`src/rtl/cp0_exception_unit.sv`:
```
// Coprocessor-0 exception unit.
// Holds SR, Cause, EPC and PRId. Raises the pipeline-wide flush request Req
// when an enabled interrupt or an M-stage exception is seen outside the
// handler, captures the victim PC, and services mfc0 / mtc0 / eret.
module cp0_exception_unit #(
  parameter logic [31:0] PRID    = 32'h0000_0820,
  parameter int          HWINT_W = 6
) (
  input  logic               clk,
  input  logic               reset,
  input  logic [4:0]         A1,
  input  logic [4:0]         A2,
  input  logic [31:0]        DIn,
  input  logic               EN,
  input  logic [31:0]        M_PC,
  input  logic               BDIn,
  input  logic [4:0]         ExcCodeIn,
  input  logic [HWINT_W-1:0] HWInt,
  input  logic               EXLClr,
  output logic               Req,
  output logic [31:0]        EPCOut,
  output logic [31:0]        DOut
);

  // SR fields
  logic [HWINT_W-1:0] im;
  logic               exl;
  logic               ie;
  // Cause fields
  logic               bd;
  logic [HWINT_W-1:0] ip;
  logic [4:0]         exc_code;
  // EPC
  logic [31:0]        epc;

  logic               int_req;
  logic               exc_req;
  logic [31:0]        victim_pc;
  logic [31:0]        sr_word;
  logic [31:0]        cause_word;

  // Request detection; EXL blocks nested requests, and Req is held low while
  // reset is asserted so a stale ExcCodeIn cannot flush during reset.
  always_comb begin
    int_req   = (|(HWInt & im)) & ie & ~exl;
    exc_req   = (ExcCodeIn != 5'd0) & ~exl;
    Req       = (int_req | exc_req) & reset;
    victim_pc = BDIn ? (M_PC - 32'd4) : M_PC;
  end

  // Status register: exception entry, then eret, then mtc0 write.
  always_ff @(posedge clk or negedge reset) begin
    if (!reset) begin
      im  <= '0;
      exl <= 1'b0;
      ie  <= 1'b0;
    end else if (Req) begin
      exl <= 1'b1;
    end else if (EXLClr) begin
      exl <= 1'b0;
    end else if (EN && (A2 == 5'd12)) begin
      im  <= DIn[15:10];
      exl <= DIn[1];
      ie  <= DIn[0];
    end
  end

  // Cause register: ExcCode/BD captured on entry, IP samples HWInt every cycle.
  always_ff @(posedge clk or negedge reset) begin
    if (!reset) begin
      bd       <= 1'b0;
      ip       <= '0;
      exc_code <= '0;
    end else begin
      ip <= HWInt;
      if (Req) begin
        bd       <= BDIn;
        exc_code <= int_req ? 5'd0 : ExcCodeIn;
      end
    end
  end

  // EPC: victim PC on entry (word aligned), otherwise mtc0 writes.
  always_ff @(posedge clk or negedge reset) begin
    if (!reset) begin
      epc <= '0;
    end else if (Req) begin
      epc <= {victim_pc[31:2], 2'b00};
    end else if (!EXLClr && EN && (A2 == 5'd14)) begin
      epc <= {DIn[31:2], 2'b00};
    end
  end

  // Register images and the mfc0 read mux (no write-to-read bypass).
  always_comb begin
    sr_word    = {16'd0, im, 8'd0, exl, ie};
    cause_word = {bd, 15'd0, ip, 3'd0, exc_code, 2'd0};
    EPCOut     = epc;
    case (A1)
      5'd12:   DOut = sr_word;
      5'd13:   DOut = cause_word;
      5'd14:   DOut = epc;
      5'd15:   DOut = PRID;
      default: DOut = 32'd0;
    endcase
  end

endmodule

```
`config.mk`:
```
export PLATFORM = sky130hd
export DESIGN_NAME = cp0_exception_unit
export DESIGN_NICKNAME = d
export VERILOG_FILES = /design/src/rtl/cp0_exception_unit.sv
export SDC_FILE = /design/constraint.sdc
export NUM_CORES = 1
export LEC_CHECK = 0
export ABC_AREA = 0
export CELL_PAD_IN_SITES_DETAIL_PLACEMENT = 2
export CELL_PAD_IN_SITES_GLOBAL_PLACEMENT = 2
export CORE_MARGIN = 4
export CORE_UTILIZATION = 25
export DETAILED_ROUTE_END_ITERATION = 10
export GPL_ROUTABILITY_DRIVEN = 1
export MAX_ROUTING_LAYER = met4
export PLACE_DENSITY_LB_ADDON = 0.12
export SKIP_CTS_REPAIR_TIMING = 1
export SYNTH_ARGS = -nofsm -noshare
export SYNTH_HDL_FRONTEND = slang
export SYNTH_SLANG_ARGS = --single-unit
export TNS_END_PERCENT = 100
```
`constraint.sdc`:
```
create_clock -name clk -period 4.6 [get_ports clk]
set_input_delay 0.46 -clock clk [delete_from_list [all_inputs] [get_ports clk]]
set_output_delay 0.46 -clock clk [all_outputs]
set_load 0.05 [all_outputs]
```
==> impl_results.rst <==
.. list-table::
   :header-rows: 1

   * - Metric
     - Value
   * - Status
     - completed
   * - Layout Skew
     - 0.00635 ns
   * - Net count reported at finish
     - 543
   * - Post-layout minimum cycle time
     - 3.49 ns
   * - Clock latency on the worst-skew pair
     - 0.29 ns
   * - Tightest slew margin relative to the limit
     - 23.5%
   * - Final design instance area without fill
     - 0.00494 mm^2
   * - Clock tree from TritonCTS
     - yes
   * - Core area
     - 0.0121 mm^2
   * - Launching element type of the critical path
     - primary input
   * - Fraction of the yosys area taken by sequential cells
     - 40.0%
   * - Floorplan die height
     - 120 um
   * - Unique cell type count in the Yosys netlist
     - 42
   * - CP max FO
     - 7
   * - Clock transition at path regs
     - 0.07 ns
   * - Async set-or-reset flop fraction in the synthesized netlist
     - 100%
   * - Clock root cell
     - sky130_fd_sc_hd__clkbuf_16
   * - Warnings, synthesis
     - 0
   * - Total CTS buffers
     - 5
   * - Initial DRT Pass Iterations
     - 3
   * - Primary flip-flop cell chosen by synthesis mapping
     - sky130_fd_sc_hd__dfrtp_1
   * - Final Power
     - 1.68 mW
   * - Count of final hold-check violations
     - 0
   * - Number of failing setup endpoints in the final timing report
     - 0
   * - Post-synth top cells
     - sky130_fd_sc_hd__mux2i_1 (55), sky130_fd_sc_hd__dfrtp_1 (50), sky130_fd_sc_hd__xnor2_1 (22)
   * - R2R Setup Slk
     - 1.85 ns
   * - Number of antenna diodes
     - 0
   * - Power density over cell area
     - 340 mW/mm^2
   * - Final Max Slew Viols
     - 0
   * - Part of the cycle the worst path needs
     - 75.8%
   * - Initial core utilization
     - 25.8%
   * - Fraction of synthesized cell area taken by the top area cell type
     - 40.0%
   * - # clock sinks
     - 50
   * - Via count of the routed design
     - 2932
   * - Overall routing resource usage
     - 17.4%
   * - Boundary pin count
     - 155
   * - Launch instance of the worst register-to-register path
     - im[3]
   * - Post-layout instance count excluding filler cells
     - 621
   * - Post-synth EDFFs
     - 0
   * - Layout fillers
     - 1350
   * - Fraction of layout instances using a drive strength above 1
     - 5.96%
   * - Cell accounting for the most synthesized area
     - sky130_fd_sc_hd__dfrtp_1
   * - H-tree Lvls
     - 2
   * - Setup repair after global routing missed its margin
     - false
   * - Worst endpoint data arrival time
     - 3.03 ns
   * - Synthesized area per cell
     - 10.1 um^2
   * - Biggest area contributors in the synthesized netlist
     - sky130_fd_sc_hd__dfrtp_1 (40%), sky130_fd_sc_hd__mux2i_1 (18%), sky130_fd_sc_hd__xnor2_1 (6.2%), sky130_fd_sc_hd__and3_1 (3.6%), sky130_fd_sc_hd__mux2_4 (3.4%)
   * - Clock tree buffer depth
     - 2
   * - Leak
     - 1.95 nW
   * - Die area
     - 0.0144 mm^2
   * - DRC Markers
     - 0
   * - WL/cell
     - 19.5 um
   * - MaxCap Viol Count
     - 0
   * - Nature of the critical path endpoint
     - primary output
   * - Routability-driven placement congestion ratio
     - 0.774
   * - Most instantiated library cell after synthesis
     - sky130_fd_sc_hd__mux2i_1
   * - Placed Area
     - 0.00479 mm^2
   * - Estimated wirelength of the detail-placed design
     - 9600 um
   * - Maximum number of pins on one net before global-route repair
     - 51
   * - Iteration-0 DRC count of the detailed router
     - 71
   * - Vias in the first global route
     - 3238
   * - Antenna-violating nets left
     - 0
   * - Required time of the critical path
     - 4.14 ns
   * - Total routed wirelength
     - 12100 um
   * - Synth Cell Area
     - 0.00313 mm^2
   * - Least-Margin Pin Slew
     - 1.13 ns
   * - Synthesis-stage register bit count
     - 50
   * - DIE WIDTH
     - 120 um
   * - Worst hold path type
     - primary input to async pin
   * - Worst flop-to-flop path endpoint
     - im[4]
   * - R2r worst-path depth
     - 7
   * - Gate Count Post-Synth
     - 309
   * - Placed cell count
     - 613
   * - Std cell rows
     - 40
   * - Overall overflow remaining after global route
     - 0
   * - Port Buf Inserts
     - 150
   * - First-pass GRT wire length
     - 18900 um
   * - Via-to-Cell Ratio
     - 4.72
   * - Max rail drop VDD
     - 0.159 mV
   * - Achievable Freq
     - 287 MHz
   * - Category of the critical setup timing path
     - primary input to primary output
   * - Post-Route Setup TNS
     - 0 ns
   * - Synthesis-to-finish area growth
     - 58.0%
   * - Antenna violations before repair
     - 0
-- kinds of logic (layout without fill, tap and decap cells) --
| kind of cell | after synthesis | count (layout) | synth area share [%] |
|---|---|---|---|
| flip-flops | 50 | 50 | 40.0 |
| buffers and inverters | 23 | 166 | 3.32 |
| other | 1 | 2 | 0.120 |
| multiplexers | 63 | 63 | 21.3 |
| XOR/XNOR | 28 | 28 | 7.85 |
| AND/OR/NAND/NOR | 106 | 106 | 18.7 |
| adder cells (fa/ha/maj) | 1 | 1 | 0.400 |
| AO/OA/AOI/OAI | 37 | 37 | 8.29 |
-- report_power, final --
group / leakage [nW] / total (mW) / internal [mW] / switching [mW]
Clock: 0.0664 / 0.385 / 0.204 / 0.181
Sequential: 0.603 / 0.600 / 0.527 / 0.0725
Combinational: 1.28 / 0.693 / 0.276 / 0.417
-- registers in the layout, summed over array words and instances (netlist names) --
signal and count:
ie 1, ip 6, EPCOut 30, exc_code 5
exl 1, im 6, bd 1
-- how the worst max path moves through the flow --
stage          startpoint  endpoint  slack, ns  cells past startpoint
4_1_cts             A1[2]  DOut[31]       1.08                      7
3_5_place_dp        A1[2]  DOut[31]       1.10                      7
2_1_floorplan       A1[4]  DOut[13]       1.80                      5
6_report            A1[2]  DOut[31]       1.11                      7
5_1_grt             A1[2]  DOut[31]       0.99                      7
3_3_place_gp        A1[3]  DOut[31]       1.11                      7
-- worst max-delay path, cell delays in order --
cell	delay [ns]
sky130_fd_sc_hd__clkdlybuf4s50_1	0.48
sky130_fd_sc_hd__nand2_1	0.05
sky130_fd_sc_hd__nor2_1	0.13
sky130_fd_sc_hd__and2_1	0.33
sky130_fd_sc_hd__nor2b_1	0.52
sky130_fd_sc_hd__a22o_1	0.24
sky130_fd_sc_hd__clkdlybuf4s50_1	0.81
-- cell usage in the layout (no fill, tap or decap), types with 12 or more instances in the layout --
master | Yosys | routed
sky130_fd_sc_hd__and3_1 | 18 | 18
sky130_fd_sc_hd__clkdlybuf4s50_1 | 0 | 149
sky130_fd_sc_hd__xnor2_1 | 22 | 22
sky130_fd_sc_hd__mux2i_1 | 55 | 55
sky130_fd_sc_hd__a22o_1 | 12 | 12
sky130_fd_sc_hd__nor2_1 | 15 | 14
sky130_fd_sc_hd__nand2_1 | 21 | 20
sky130_fd_sc_hd__o21ai_0 | 13 | 13
sky130_fd_sc_hd__dfrtp_1 | 50 | 50
sky130_fd_sc_hd__nor3_1 | 13 | 13
-- routing by layer --
metal / share of wire, % / track usage [%] / up-vias
met3: 3.5 / 2.87 / 4
met2: 50 / 29.5 / 71
met1: 45 / 22.2 / 1459
met4: 0.97 / 3.58 / 0
met5: 0 / - / -
li1: - / - / 1398
-- layout make-up --
class,count,area [um^2],area share (%)
well taps,168,210,4.26
repair buffers,155,1530,31.1
clock inverters,3,23.8,0.481
clock buffers,5,125,2.53
inverters,3,11.3,0.228
flip-flops and latches,50,1250,25.3
multi-input cells,237,1780,36.1
-- stage by stage --
step	utilization, %	setup WS (ns)	hold WS (ns)
floorplan	-	1.80	0.164
global placement	39.6	1.11	0.486
detailed placement	39.6	1.10	0.482
CTS	40.8	1.08	0.361
global route	40.8	0.985	0.393
finish	40.8	1.11	0.326
Power figures use the tool's default switching activity.
